==> config.mk <==
export PLATFORM = sky130hd
export DESIGN_NAME = tt_um_mult_seq_flat
export DESIGN_NICKNAME = d
export VERILOG_FILES = /design/src/rtl/tt_um_mult_seq_if.sv /design/src/rtl/tt_um_mult_seq.sv /design/src/flat_wrapper.sv
export SDC_FILE = /design/constraint.sdc
export NUM_CORES = 1
export LEC_CHECK = 0
export CORE_MARGIN = 2
export CORE_UTILIZATION = 54
export CTS_CLUSTER_DIAMETER = 120
export DETAILED_ROUTE_END_ITERATION = 8
export GPL_TIMING_DRIVEN = 0
export PLACE_DENSITY = 0.88
export SLEW_MARGIN = 10
export SYNTH_ARGS = -nofsm -noshare
export SYNTH_HDL_FRONTEND = slang
export SYNTH_SLANG_ARGS = --single-unit
==> constraint.sdc <==
create_clock -name clk -period 4.31 [get_ports clk]
set_input_delay 0.862 -clock clk [delete_from_list [all_inputs] [get_ports clk]]
set_output_delay 0.862 -clock clk [all_outputs]
set_load 0.005 [all_outputs]
==> src/rtl/tt_um_mult_seq_if.sv <==
// Tile pin bundle for the sequential multiplier: operands, handshake and result.
// The bench drives through master; the multiplier consumes through slave.
interface tt_um_mult_seq_if;
    logic [7:0] ui_in;
    logic [7:0] uo_out;
    logic [7:0] uio_in;
    logic [7:0] uio_out;
    logic [7:0] uio_oe;

    modport master (output ui_in, output uio_in, input uo_out, input uio_out, input uio_oe);
    modport slave  (input ui_in, input uio_in, output uo_out, output uio_out, output uio_oe);
endinterface

==> src/rtl/tt_um_mult_seq.sv <==
// Sequential shift-add multiplier (unsigned / sign-magnitude signed) with optional accumulate.
// One partial-product iteration per cycle; the result register only updates at completion.
module tt_um_mult_seq #(
    parameter int unsigned WIDTH = 4
) (
    input logic            clk,
    input logic            rst_n,
    input logic            ena,
    tt_um_mult_seq_if.slave io
);
    localparam int unsigned PW   = 2 * WIDTH;
    localparam int unsigned CntW = (WIDTH > 2) ? $clog2(WIDTH) : 1;

    typedef enum logic [1:0] {StIdle, StRun, StDone} state_e;

    state_e            state_q;
    logic              start_q;
    logic              busy_q;
    logic              done_q;
    logic              sgn_q;
    logic              acc_q;
    logic              neg_q;
    logic [CntW-1:0]   cnt_q;
    logic [PW-1:0]     mcand_q;
    logic [WIDTH-1:0]  mplier_q;
    logic [PW-1:0]     partial_q;
    logic [7:0]        out_q;

    logic [WIDTH-1:0]  op_a, op_b, a_mag, b_mag;
    logic              sgn_in, a_neg, b_neg;
    logic [PW-1:0]     partial_nxt, prod, res_nxt;
    logic [7:0]        res_ext;
    logic              unused_bits;

    assign op_a   = io.ui_in[WIDTH-1:0];
    assign op_b   = io.ui_in[4+WIDTH-1:4];
    assign sgn_in = io.uio_in[1];
    assign a_neg  = sgn_in & op_a[WIDTH-1];
    assign b_neg  = sgn_in & op_b[WIDTH-1];
    // The magnitude of -2^(W-1) is 2^(W-1), which still fits in W unsigned bits.
    assign a_mag  = a_neg ? (~op_a + 1'b1) : op_a;
    assign b_mag  = b_neg ? (~op_b + 1'b1) : op_b;

    assign partial_nxt = partial_q + (mplier_q[0] ? mcand_q : '0);
    assign prod        = neg_q ? (~partial_nxt + 1'b1) : partial_nxt;
    assign res_nxt     = acc_q ? (out_q[PW-1:0] + prod) : prod;
    assign res_ext     = sgn_q ? 8'($signed(res_nxt)) : 8'(res_nxt);

    assign io.uo_out  = out_q;
    assign io.uio_out = {3'b000, done_q, busy_q, 3'b000};
    assign io.uio_oe  = 8'b0001_1000;

    assign unused_bits = ^{io.ui_in, io.uio_in[7:3]};

    always_ff @(posedge clk or negedge rst_n) begin
        if (!rst_n) begin
            state_q   <= StIdle;
            start_q   <= 1'b0;
            busy_q    <= 1'b0;
            done_q    <= 1'b0;
            sgn_q     <= 1'b0;
            acc_q     <= 1'b0;
            neg_q     <= 1'b0;
            cnt_q     <= '0;
            mcand_q   <= '0;
            mplier_q  <= '0;
            partial_q <= '0;
            out_q     <= '0;
        end else if (ena) begin
            start_q <= io.uio_in[0];
            done_q  <= 1'b0;
            unique case (state_q)
                StIdle: begin
                    if (io.uio_in[0] && !start_q) begin
                        state_q   <= StRun;
                        busy_q    <= 1'b1;
                        sgn_q     <= sgn_in;
                        acc_q     <= io.uio_in[2];
                        neg_q     <= a_neg ^ b_neg;
                        cnt_q     <= '0;
                        mcand_q   <= {{WIDTH{1'b0}}, a_mag};
                        mplier_q  <= b_mag;
                        partial_q <= '0;
                    end
                end
                StRun: begin
                    partial_q <= partial_nxt;
                    mcand_q   <= mcand_q << 1;
                    mplier_q  <= mplier_q >> 1;
                    cnt_q     <= cnt_q + 1'b1;
                    // Last iteration folds straight into the result register.
                    if (cnt_q == CntW'(WIDTH - 1)) begin
                        state_q <= StDone;
                        busy_q  <= 1'b0;
                        done_q  <= 1'b1;
                        out_q   <= res_ext;
                    end
                end
                StDone: state_q <= StIdle;
                default: state_q <= StIdle;
            endcase
        end
    end
endmodule

==> src/flat_wrapper.sv <==
// flat-port wrapper written by rule: the top's interface ports become plain ports
module tt_um_mult_seq_flat 
#(
    parameter int unsigned WIDTH = 4
)
  (clk, rst_n, ena, io_ui_in, io_uio_in, io_uo_out, io_uio_out, io_uio_oe);
  tt_um_mult_seq_if io_i ();
  input logic clk;
  input logic rst_n;
  input logic ena;
  input wire logic [$bits(io_i.ui_in)-1:0] io_ui_in;
  input wire logic [$bits(io_i.uio_in)-1:0] io_uio_in;
  output wire logic [$bits(io_i.uo_out)-1:0] io_uo_out;
  output wire logic [$bits(io_i.uio_out)-1:0] io_uio_out;
  output wire logic [$bits(io_i.uio_oe)-1:0] io_uio_oe;
  assign io_i.ui_in = io_ui_in;
  assign io_i.uio_in = io_uio_in;
  assign io_uo_out = io_i.uo_out;
  assign io_uio_out = io_i.uio_out;
  assign io_uio_oe = io_i.uio_oe;
  tt_um_mult_seq #(.WIDTH(WIDTH)) u_core (.clk(clk), .rst_n(rst_n), .ena(ena), .io(io_i));
endmodule
==> summary.md <==
| Metric | Value |
|---|---|
| Status | `finished clean` |
| Post-synthesis sequential area ratio | `35.63%` |
| Die Area | `5383 µm²` |
| Avg WL per Cell | `13.80 µm` |
| Slew HR | `42.20%` |
| Worst R2R Path Depth | `14` |
| Max Cap Violations | `0` |
| Initial Util | `55.39%` |
| Startpoint Class | `flip-flop` |
| Hold-fix buffer count after cts | `0` |
| Synth Area per Inst | `8.780 µm²` |
| CP Data Required Time | `4.49 ns` |
| Post-Synth XOR/XNOR Area | `5.681%` |
| Crit-path max FO | `9` |
| Leak | `1.402 nW` |
| First-pass GRT wire length | `9473 µm` |
| Cells after Synth | `296` |
| Final min period | `3.884 ns` |
| Worst setup EP type | `flip-flop` |
| DR vias/cell | `5.628` |
| Achievable Freq | `257.5 MHz` |
| FF-to-FF Start | `u_core.mplier_q[0]$_DFFE_PN0P_` |
| Synth area leader | `dfrtp_1` |
| H-tree Lvls | `2` |
| WS Path Type | `flip-flop to flip-flop` |
| DP HPWL | `4150 µm` |
| Post-synth top area share | `35.63%` |
| Fin. max-slew vios | `0` |
| Antenna violations before repair | `0` |
| Power density cells | `723.1 nW/µm²` |
| RR Endpoint | `u_core.io.uo_out[7]$_DFFE_PN0P_` |
| Worst setup margin | `0.4264 ns` |
| Final net count | `378` |
| Reg-to-reg slack, setup | `0.43 ns` |
| Post-CTS setup buffers | `0` |
| Vias in the first global route | `2068` |
| Vias | `2212` |
| Tot Pwr | `2.227 mW` |
| Largest net degree at the start of global routing | `33` |
| Post-CTS resize count | `0` |
| Layout cells sized above 1 | `10.03%` |
| Simple-Gate Fraction of Synth Area | `16.95%` |
| CTS root buf | `clkbuf_8` |
| Worst-Skew Late Latency | `0.30 ns` |
| Core area | `4692 µm²` |
| Adder-Cell Fraction of Synth Area | `10.69%` |
| WL final | `5423 µm` |
| Synthesis Warnings | `0` |
| Routed Antenna Nets | `0` |
| Worst path arrival time | `4.06 ns` |
| Iteration-0 DRC Markers | `115` |
| Asr flop ratio synth | `100.0%` |
| Clock Skew | `0.01282 ns` |
| I/O Buffers | `22` |
| Most used DFF post-synth | `dfrtp_1` |
| Cell variety after synth | `46` |
| GRT Util Overall | `22.76%` |
| Synth Area in Compound Gates | `20.90%` |
| Multiplexer share of the synthesized area | `2.022%` |
| RSZ-0062 raised after global routing | `no` |
| Number of setup violations in the final report | `0` |
| Vert. Die Dim | `73.37 µm` |
| CTS tree | `built` |
| Synthesized flop and latch total | `37` |
| Ant. Diodes | `0` |
| Netlist area before placement | `2599 µm²` |
| Row cnt | `25` |
| Die span in x | `73.37 µm` |
| EDFF count, synth | `0` |
| CTS max path bufs | `2` |
| RePlAce Congestion | `0.8281` |
| CTS buffer count | `5` |
| Worst Tran Pin Value | `0.8631 ns` |
| VDD IR max | `0.4527 mV` |
| Setup WS pre-CTS | `0.4553 ns` |
| Drt drc | `0` |
| Top cells by area, synth | `dfrtp_1, ha_1, o21ai_0` |
| Reg clk slew, reported paths | `0.08 ns` |
| Ports | `43` |
| Pre-antenna DRT Iters | `4` |
| Period utilization | `90.11%` |
| Worst min path class | `primary input to async pin` |
| Synthesis-to-layout area growth | `18.54%` |
| Total negative slack | `0 ns` |
| Total congestion overflow | `0` |
| CTS Sinks | `37` |
| Final hold violation count | `0` |
| Largest family of logic cells by synthesized area | `compound AO/OA/AOI/OAI gates` |
==> worst max-delay path, cell delays in order, from the launching register on <==
cell and delay (ns):
dfrtp_1 0.47, and2_1 0.18, ha_1 0.20, fa_1 0.42, a211oi_1 0.39, nor2_2 0.11
xnor2_2 0.19, o41ai_1 0.43, xnor2_1 0.20, ha_1 0.30, nor2_1 0.15, a211o_1 0.17
mux2_2 0.34, a22oi_1 0.14, a32oi_1 0.08
==> cell usage after synthesis, types with 5 or more instances <==
library cell  count
nor2_1           12
xnor2_1          13
nor3_1            5
and2_1            8
o31ai_1           6
a21oi_1          18
nor2b_1           7
dfrtp_1          37
buf_4            16
a22o_1            7
inv_1            13
o21ai_0          33
ha_1             19
clkbuf_1          8
nand3_1           8
nand2_1          41
==> layout make-up <==
class	instances	area, µm²
Tap cell	54	67.56
Multi-Input combinational cell	233	1514
Timing Repair Buffer	23	235.2
Sequential cell	37	925.9
Fill cell	400	1612
Buffer	25	155.1
Clock inverter	3	65.06
Inverter	13	48.80
Clock buffer	5	68.82
==> layout by cell type, fill, tap and decap left out, types with 12 or more instances in the layout <==
| cell type | Yosys | routed |
|---|---|---|
| dfrtp_1 | 37 | 37 |
| a21oi_1 | 18 | 18 |
| conb_1 | 2 | 14 |
| ha_1 | 19 | 19 |
| nor2_1 | 12 | 12 |
| inv_1 | 13 | 13 |
| xnor2_1 | 13 | 13 |
| clkdlybuf4s50_1 | 0 | 21 |
| o21ai_0 | 33 | 33 |
| buf_4 | 16 | 16 |
| nand2_1 | 41 | 41 |
==> state kept, by name (all words and copies together) (netlist names) <==
register and flops:
u_core.io.uo_out 8, u_core.mcand_q 8, u_core.partial_q 8, u_core.mplier_q 4, u_core.cnt_q 2, u_core.state_q 2, u_core.acc_q 1, u_core.busy_q 1
u_core.done_q 1, u_core.neg_q 1, u_core.start_q 1
==> stage by stage <==
stage,hold slack [ns],utilization [%],cells,instance area [µm²]
after floorplan,0.4502,-,308,2644
after global placement,0.4677,62.48,384,2932
after detailed placement,0.4747,62.80,385,2947
after CTS,0.3766,65.65,393,3080
after global routing,0.3896,65.65,393,3080
final,0.3795,65.65,393,3080
==> power breakdown <==
part	switching [mW]	internal (mW)
clock network	0.134	0.230
logic	0.687	0.576
registers	0.116	0.485
total	0.937	1.29
==> per-layer routing <==
layer  vias to the layer above  part of all wire (%)  track usage [%]
li1                       1095                     -                -
met1                      1036                    44            29.33
met3                        12                   4.5            3.292
met5                         -                     0                0
met4                         0                   2.5            11.31
met2                        69                    49            37.44
==> logic make-up after synthesis <==
logic type / Yosys count
AO/OA/AOI/OAI: 85
buffers and inverters: 38
flip-flops: 37
AND/OR/NAND/NOR: 92
other: 2
multiplexers: 5
adder cells (fa/ha/maj): 21
XOR/XNOR: 16
==> how the worst max path moves through the flow <==
| stage | slack (ns) | cells after the start | startpoint | endpoint |
|---|---|---|---|---|
| floorplan | 0.86 | 14 | u_core.mplier_q[0]$_DFFE_PN0P_ | u_core.io.uo_out[7]$_DFFE_PN0P_ |
| global placement | 0.58 | 14 | u_core.mplier_q[0]$_DFFE_PN0P_ | u_core.io.uo_out[7]$_DFFE_PN0P_ |
| detailed placement | 0.46 | 14 | u_core.mplier_q[0]$_DFFE_PN0P_ | u_core.io.uo_out[7]$_DFFE_PN0P_ |
| CTS | 0.44 | 14 | u_core.mplier_q[0]$_DFFE_PN0P_ | u_core.io.uo_out[7]$_DFFE_PN0P_ |
| global route | 0.23 | 14 | u_core.mplier_q[0]$_DFFE_PN0P_ | u_core.io.uo_out[7]$_DFFE_PN0P_ |
| finish | 0.43 | 14 | u_core.mplier_q[0]$_DFFE_PN0P_ | u_core.io.uo_out[7]$_DFFE_PN0P_ |
Power figures use the tool's default switching activity.
